==> config.mk <==
export PLATFORM = sky130hd
export DESIGN_NAME = serial_frame_tx
export DESIGN_NICKNAME = d
export VERILOG_FILES = /design/src/rtl/serial_frame_pkg.sv /design/src/rtl/serial_frame_tx_bit_timer.sv /design/src/rtl/serial_frame_tx.sv
export SDC_FILE = /design/constraint.sdc
export NUM_CORES = 1
export LEC_CHECK = 0
export CAP_MARGIN = 20
export CELL_PAD_IN_SITES_DETAIL_PLACEMENT = 0
export CELL_PAD_IN_SITES_GLOBAL_PLACEMENT = 1
export CORE_MARGIN = 2
export CORE_UTILIZATION = 45
export DETAILED_ROUTE_END_ITERATION = 7
export GPL_ROUTABILITY_DRIVEN = 0
export PLACE_DENSITY_LB_ADDON = 0.1
export SLEW_MARGIN = 20
export SYNTH_ARGS = -nofsm -noshare
export SYNTH_HDL_FRONTEND = slang
export SYNTH_SLANG_ARGS = --single-unit
==> constraint.sdc <==
create_clock -name clk -period 4.2 [get_ports clk]
set_input_delay 0.42 -clock clk [delete_from_list [all_inputs] [get_ports clk]]
set_output_delay 0.42 -clock clk [all_outputs]
set_load 0.005 [all_outputs]
==> src/rtl/serial_frame_pkg.sv <==
// serial_frame_pkg: shared FSM encoding, idle line level and clog2 helper for the serial frame tx/rx pair
`timescale 1ns/1ps
package serial_frame_pkg;
  typedef enum logic [1:0] {
    S_IDLE  = 2'd0,
    S_START = 2'd1,
    S_DATA  = 2'd2,
    S_STOP  = 2'd3
  } state_e;
  localparam logic SD_IDLE = 1'b1;
  function automatic int clog2(input int v);
    int r;
    r = 0;
    while ((1 << r) < v) r++;
    return r;
  endfunction
endpackage

==> src/rtl/serial_frame_tx_bit_timer.sv <==
// bit_timer: counts DIV clocks per serial bit; tick marks the last cycle of each bit period
// ports: clk, clr (async active-low), restart (reload to 0), tick
`timescale 1ns/1ps
module bit_timer
  import serial_frame_pkg::*;
#(
  parameter int DIV = 4
) (
  input  logic clk,
  input  logic clr,
  input  logic restart,
  output logic tick
);
  localparam int CW = clog2(DIV) < 1 ? 1 : clog2(DIV);
  logic [CW-1:0] cnt_q, cnt_d;
  assign tick  = cnt_q == CW'(DIV - 1);
  assign cnt_d = (restart || tick) ? '0 : cnt_q + 1'b1;
  always_ff @(posedge clk or negedge clr)
    if (!clr) cnt_q <= '0;
    else      cnt_q <= cnt_d;
endmodule

==> src/rtl/serial_frame_tx.sv <==
// serial_frame_tx: parallel-to-serial frame transmitter (start bit, DATA_W bits LSB-first, stop bit, DIV clocks per bit)
// ports: clk, clr (async active-low), load_valid/load_data/load_ready handshake,
//        sd/sd_n serial line and its complement, busy (frame in progress), done (one-cycle completion pulse)
`timescale 1ns/1ps
module serial_frame_tx
  import serial_frame_pkg::*;
#(
  parameter int DATA_W = 8,
  parameter int DIV    = 4
) (
  input  logic              clk,
  input  logic              clr,
  input  logic              load_valid,
  input  logic [DATA_W-1:0] load_data,
  output logic              load_ready,
  output logic              sd,
  output logic              sd_n,
  output logic              busy,
  output logic              done
);
  localparam int IW = clog2(DATA_W + 1);
  state_e            state_q, state_d;
  logic [DATA_W-1:0] sh_q, sh_d;
  logic [IW-1:0]     idx_q, idx_d;
  logic              done_q, tick, last;
  // the timer reloads on every state change so each state starts a full bit period
  bit_timer #(.DIV(DIV)) u_timer (
    .clk     (clk),
    .clr     (clr),
    .restart (state_d != state_q),
    .tick    (tick)
  );
  assign last = idx_q == IW'(DATA_W - 1);
  always_comb begin
    state_d = state_q;
    sh_d    = sh_q;
    idx_d   = idx_q;
    case (state_q)
      S_IDLE:  if (load_valid) begin
        state_d = S_START;
        sh_d    = load_data;
      end
      S_START: if (tick) state_d = S_DATA;
      S_DATA:  if (tick) begin
        sh_d    = sh_q >> 1;
        idx_d   = last ? '0 : idx_q + 1'b1;
        state_d = last ? S_STOP : S_DATA;
      end
      S_STOP:  if (tick) state_d = S_IDLE;
      default: state_d = S_IDLE;
    endcase
  end
  always_ff @(posedge clk or negedge clr)
    if (!clr) begin
      state_q <= S_IDLE;
      sh_q    <= '0;
      idx_q   <= '0;
      done_q  <= 1'b0;
    end else begin
      state_q <= state_d;
      sh_q    <= sh_d;
      idx_q   <= idx_d;
      done_q  <= state_q == S_STOP && tick;
    end
  assign sd         = state_q == S_START ? 1'b0 : state_q == S_DATA ? sh_q[0] : SD_IDLE;
  assign sd_n       = ~sd;
  assign busy       = state_q != S_IDLE;
  assign load_ready = state_q == S_IDLE;
  assign done       = done_q;
endmodule

; ---- After elaboration in Yosys (flattened, before gate mapping)
; Index checks and enable logic that the tools add are counted.
[totals]
register_bits = 17
input_bits = 11
out_inout_bits = 5
word_cells = 36
[op_classes]
addsub = 2
eq_ne = 8
muxes = 13
bitwise_logic = 1
n_reduce_logical = 7
[ops]
columns = operator, n
row1 = two-way mux 8 bit, 2
row2 = case mux 8 bit (2 select lines), 1
row3 = two-way mux 2 bit, 5
row4 = case mux 2 bit (4 select lines), 1
row5 = == test 2 bit (second input constant), 3
row6 = adder 4 x 1 -> 4 bit (second input constant), 1
row7 = == test 4 x 3 -> 1 bit (second input constant), 1
row8 = two-way mux 4 bit, 1
row9 = inequality test 2 bit (second input constant), 2
row10 = nonzero test 2 bit, 2
row11 = two-way mux 1 bit, 3
row12 = AND reduction 3 bit, 1
row13 = adder 2 x 1 -> 2 bit (second input constant), 1
row14 = == test 2 x 1 -> 1 bit (second input constant), 1
row15 = zero test 2 bit, 1
row16 = inequality test 2 bit, 1
row17 = AND reduction 2 bit, 1
row18 = logical AND 1 bit, 1
row19 = logical OR 1 bit, 1
row20 = NOT 1 bit, 1

; ---- Longest topological paths before layout
[logic_depth]
word_depth = 7
depth_mapped = 5

; ---- Hierarchy
; Synthesis repeated with hierarchy kept, for this count alone.
[unflattened]
cells_unflattened = 71
area_unflattened_um2 = 945.9
[modules_own_cells]
columns = module, instances, cells_each, area_each_um2, seq_area_each_um2
row1 = serial_frame_tx, 1, 66, 860.8, 375.4
row2 = bit_timer, 1, 5, 85.1, 50.0

; ---- Worst setup path before layout
; OpenSTA, ideal clock, no wires.
[synth_path]
kind = reg2reg
startpoint = register u_timer.cnt_q[0]
endpoint = register sh_q[7]
setup_time_ps = 125
arrival_time_ps = 1405
required_ps = 4075
slack_ps = 2670
path_stages_with_launch = 5
path_buffers = 0
path_cell_list = dfrtp_1 -> ha_1 -> nand2_2 -> a21oi_4 -> mux2_2
[synth_between]
elab_chain_cells = 3
[synth_lines]
columns = item, line
row1 = from (decl), serial_frame_tx_bit_timer.sv:15  ; logic [CW-1:0] cnt_q, cnt_d;
row2 = from (signal assigned), serial_frame_tx_bit_timer.sv:20  ; else cnt_q <= cnt_d;
row3 = == test 2 bit, serial_frame_tx_bit_timer.sv:16  ; assign tick = cnt_q == CW'(DIV - 1);
row4 = inequality test 2 bit (no source line), --
row5 = AND reduction 3 bit (no source line), --
row6 = to (signal assigned), serial_frame_tx.sv:56  ; sh_q <= '0;
row7 = to (signal assigned), serial_frame_tx.sv:61  ; sh_q <= sh_d;
row8 = to (decl), serial_frame_tx.sv:23  ; logic [DATA_W-1:0] sh_q, sh_d;
; No other way between the ends.
; A chain may end at the register's enable or synchronous reset.

; ---- Worst setup path in the final report
[layout_path]
startpoint = register state_q[0]
endpoint = output port sd
[layout_between]
elab_chain_cells = 3
[layout_lines]
columns = item, line
row1 = from (decl), serial_frame_tx.sv:22  ; state_e state_q, state_d;
row2 = from (signal assigned), serial_frame_tx.sv:60  ; state_q <= state_d;
row3 = == test 2 bit, serial_frame_tx.sv:65  ; assign sd = state_q == S_START ? 1'b0 : state_q == S_DATA ? sh_q[0] : SD_IDLE;
row4 = two-way mux 1 bit, serial_frame_tx.sv:65
row5 = two-way mux 1 bit (*), serial_frame_tx.sv:65
row6 = to (decl), serial_frame_tx.sv:16  ; output logic sd,
; Mark *: on every way between the ends. The rest lies on a longest branch, timed or not.

==> run_results.csv <==
group,metric,value,unit
worst_setup_path,cp_top_family,"flip-flops",
drt,postRouteAntennaNets,0,
worst_setup_path,worstSetupEndpointType,"output pin",
layout,layoutNonFillerInstCount,111,
placed_design,detailedPlacementHpwl,966,um
worst_setup_path,crit_path_start_kind,"flip-flop",
worst_hold_path,hold-path-endpoint,"u_timer.cnt_q[0]",
global_route,overflow_left_after_global_routing,0,
worst_setup_path,r2r_end,"sh_q[7]",
global_route,grt_antenna_before_repair,0,
clock_network,post_cts_resized,0,
global_route,busiest_layer,"met2",
worst_setup_path,critPathRequiredTime,3.78,ns
clock_network,cts_inserted_buffers,3,
power,max-vdd-ir-drop,0.311,mV
synthesis,post_synth_inst_count,69,
global_route,globalRouteMet2Util,18.6,%
timing,final_hold_viol_count,0,
floorplan,fp.dieArea,2570,um^2
drt,detailroute.via_count,547,
timing,fin_crit_sh,52.1,%
synthesis,area_fraction_in_compound_gates_after_synthesis,6.13,%
clock_network,cts.reportedPaths.clkPinSlew,0.09,ns
clock_network,tritoncts,"done",
floorplan,die_height,50.7,um
floorplan,initial_core_util,48.9,%
synthesis,postSynth.topFlopCell,"dfrtp_1",
timing,slew_violations,0,
layout,drive_gt1_share,33.3,%
power,p_leak,0.524,nW
clock_network,maximum_number_of_buffers_from_clock_root_to_sink,2,
drt,postRouteWirelength,1300,um
clock_network,numClockSinks,17,
drt,detail_route.wl_per_cell,11.7,um
timing,fin_crit,2.19,ns
clock_network,ctsHtreeMaxLevel,1,
drt,drt-initial-drc-count,4,
timing,timing_worst_slew_pin_value,0.746,ns
timing,grt_setup_unrepaired,"false",
synthesis,synthesis.yosys.warnings,0,
placed_design,placed_cells_incl_taps,107,
clock_network,cts.root.buffer_cell,"clkbuf_4",
worst_hold_path,whs_path_depth,1,
floorplan,coreArea,2000,um^2
floorplan,placement_rows,16,
floorplan,chipWidth,50.7,um
timing,fmaxAchievable,457,MHz
synthesis,synth.cell_area,980,um^2
global_route,groute.layer.met1.usage,15.5,%
synthesis,post_synth_mux_area_share,27.5,%
worst_setup_path,crit_path_top_delay_cell,"dfrtp_1",
drt,route.detailed.drc,0,
timing,final.setup_skew,0.00259,ns
floorplan,io-pin-count,16,
drt,firstDrtPassIters,2,
run,drv_cap,0,
synthesis,yosys.area_share.adder,3.83,%
placed_design,buffer_ports.inserted,15,
worst_setup_path,timing.reg2reg.worst_path_depth,4,
drt,post_drt_via_cell_ratio,4.93,
synthesis,number_of_synthesized_flops_with_an_enable_pin,0,
synthesis,netlist.area_leader.share,43.4,%
synthesis,synth_simple_gate_area_share,11.6,%
placed_design,detailedPlace.worstSlack,2.32,ns
timing,max-slew-margin-rel,50.1,%
layout,layout.nets,99,
clock_network,holdBufCountCts,0,
worst_setup_path,timing.critical_path.cells,"nor2_1, mux2_2, inv_1, clkdlybuf4s50_1",
worst_setup_path,crit_type,"reg -> out",
global_route,number_of_global_route_vias_before_repair,517,
global_route,grt_first_pass_wirelength,2270,um
worst_setup_path,worst_stage_delay_on_the_critical_path,0.58,ns
timing,post-route-worst-setup-slack,2.01,ns
worst_setup_path,worst-endpoint-arrival,1.77,ns
synthesis,number_of_flip_flops_and_latches_in_the_synthesized_netlist,17,
global_route,grt_start_max_net_pins,18,
worst_setup_path,setup.reg_to_reg.worst_slack,2.51,ns
synthesis,yosys-top-cells-area,"dfrtp_1 43%, mux2_4 23%, buf_6 4.6%",
worst_setup_path,worstPathBufferInverterCount,2,
synthesis,synth_async_sr_flop_share,100,%
layout,area.growth.synth_to_final,16.9,%
synthesis,synth-xor-area-share,1.79,%
clock_network,clock_insertion_delay_worst_skew,0.28,ns
layout,antenna-diode-count,0,
global_route,grt.met3_usage,5.36,%
worst_setup_path,crit_path_max_fanout,11,
worst_hold_path,worst_hold_startpoint,"u_timer.cnt_q[0]",
synthesis,post_synth.cell_area_avg,14.2,um^2
synthesis,synth.net_count,83,
timing,final-setup-viol-count,0,
synthesis,synth.yosys.seq_area_share,43.4,%
clock_network,cts_post_setup_buffers_inserted,0,
status,run_status,"finished clean",
worst_hold_path,hold_path_class,"reg -> reg",
synthesis,synth_top_family_by_area,"multiplexers",
power,power_density,638,nW/um^2
synthesis,post_synth_num_cell_types,24,
worst_setup_path,startpoint_of_the_most_critical_register_to_register_path,"u_timer.cnt_q[0]",
layout,nFillCells,180,
synthesis,synth_top_area_cell,"dfrtp_1",
timing,timing.setup.tns,0,ns
global_route,globalRouteTotalUtil,12.3,%
cells by family (layout without fill, tap and decap cells):
| logic type | Yosys count | after routing |
|---|---|---|
| muxes | 19 | 19 |
| buffers and inverters | 7 | 22 |
| xor gates and xnor gates | 2 | 2 |
| adders and majority gates | 3 | 3 |
| and+or+nand+nor | 16 | 16 |
| AOI/OAI and AO/OA | 5 | 5 |
| DFF | 17 | 17 |
worst max path at each step:
| stage | from | end | cells after the start |
|---|---|---|---|
| after CTS | state_q[0] | sd | 4 |
| after floorplan | u_timer.cnt_q[0] | sh_q[7] | 4 |
| after global routing | state_q[0] | sd | 4 |
| after detailed placement | state_q[0] | sd | 4 |
| after global placement | state_q[0] | sd | 4 |
| final | state_q[0] | sd | 4 |
per-stage QoR:
stage,total power [mW],cell area [um^2],hold slack (ns),utilization (%)
final,0.730,1140,0.513,57.2
after global routing,0.788,1140,0.536,57.2
after CTS,0.742,1140,0.518,57.2
after detailed placement,0.653,1120,0.498,55.9
after global placement,0.646,1120,0.490,55.9
after floorplan,0.583,980,0.124,-
sequential cells by signal, summed over array words and instances, names as in the netlist:
name           flops
u_timer.cnt_q      2
sh_q               8
state_q            2
done               1
idx_q              4
area by class of cell:
cell class / count / area, um^2 / share of cell area [%]
inverter: 3 / 11.3 / 0.984
multi-input combinational: 45 / 498 / 43.5
timing repair buffer: 15 / 150 / 13.1
tap: 27 / 33.8 / 2.95
sequential: 17 / 425 / 37.2
clock buffer: 4 / 26.3 / 2.30
synth_stat cells, drive strengths merged, types with 2 or more instances:
library cell / count
dfrtp: 17
ha: 3
nand2b: 2
inv: 3
a2111oi: 2
a21oi: 2
mux2: 18
xnor2: 2
nand2: 3
nor2b: 3
and3b: 2
nor2: 3
buf: 4
cell usage in the layout, fill, tap and decap left out, types with 2 or more instances in the layout:
master           synthesis  layout
a2111oi_2                2       2
and3b_1                  2       2
clkbuf_4                 0       3
clkdlybuf4s50_1          0      15
dfrtp_1                 17      17
ha_1                     3       3
inv_1                    3       3
mux2_2                   2       2
mux2_4                  15      15
nand2_1                  2       2
nor2_1                   3       3
nor2b_1                  2       2
xnor2_1                  2       2
worst register-to-register path: stages (launching register included):
cell	delay, ns
dfrtp_1	0.41
ha_1	0.32
nand2_2	0.10
a21oi_4	0.37
mux2_2	0.38
report_power, final:
| group | internal, mW | total (mW) | switching, mW |
|---|---|---|---|
| Combinational | 0.226 | 0.334 | 0.108 |
| Sequential | 0.238 | 0.310 | 0.0723 |
| Clock | 0.0369 | 0.0865 | 0.0496 |
| Total | 0.500 | 0.730 | 0.230 |
per-layer routing:
metal | vias up | part of all wire [%]
li1 | 270 | -
met5 | - | 0
met2 | 15 | 46
met3 | 2 | 5.8
met4 | 0 | 0.92
met1 | 260 | 47
Note: power is estimated with default switching activity, not from simulation.
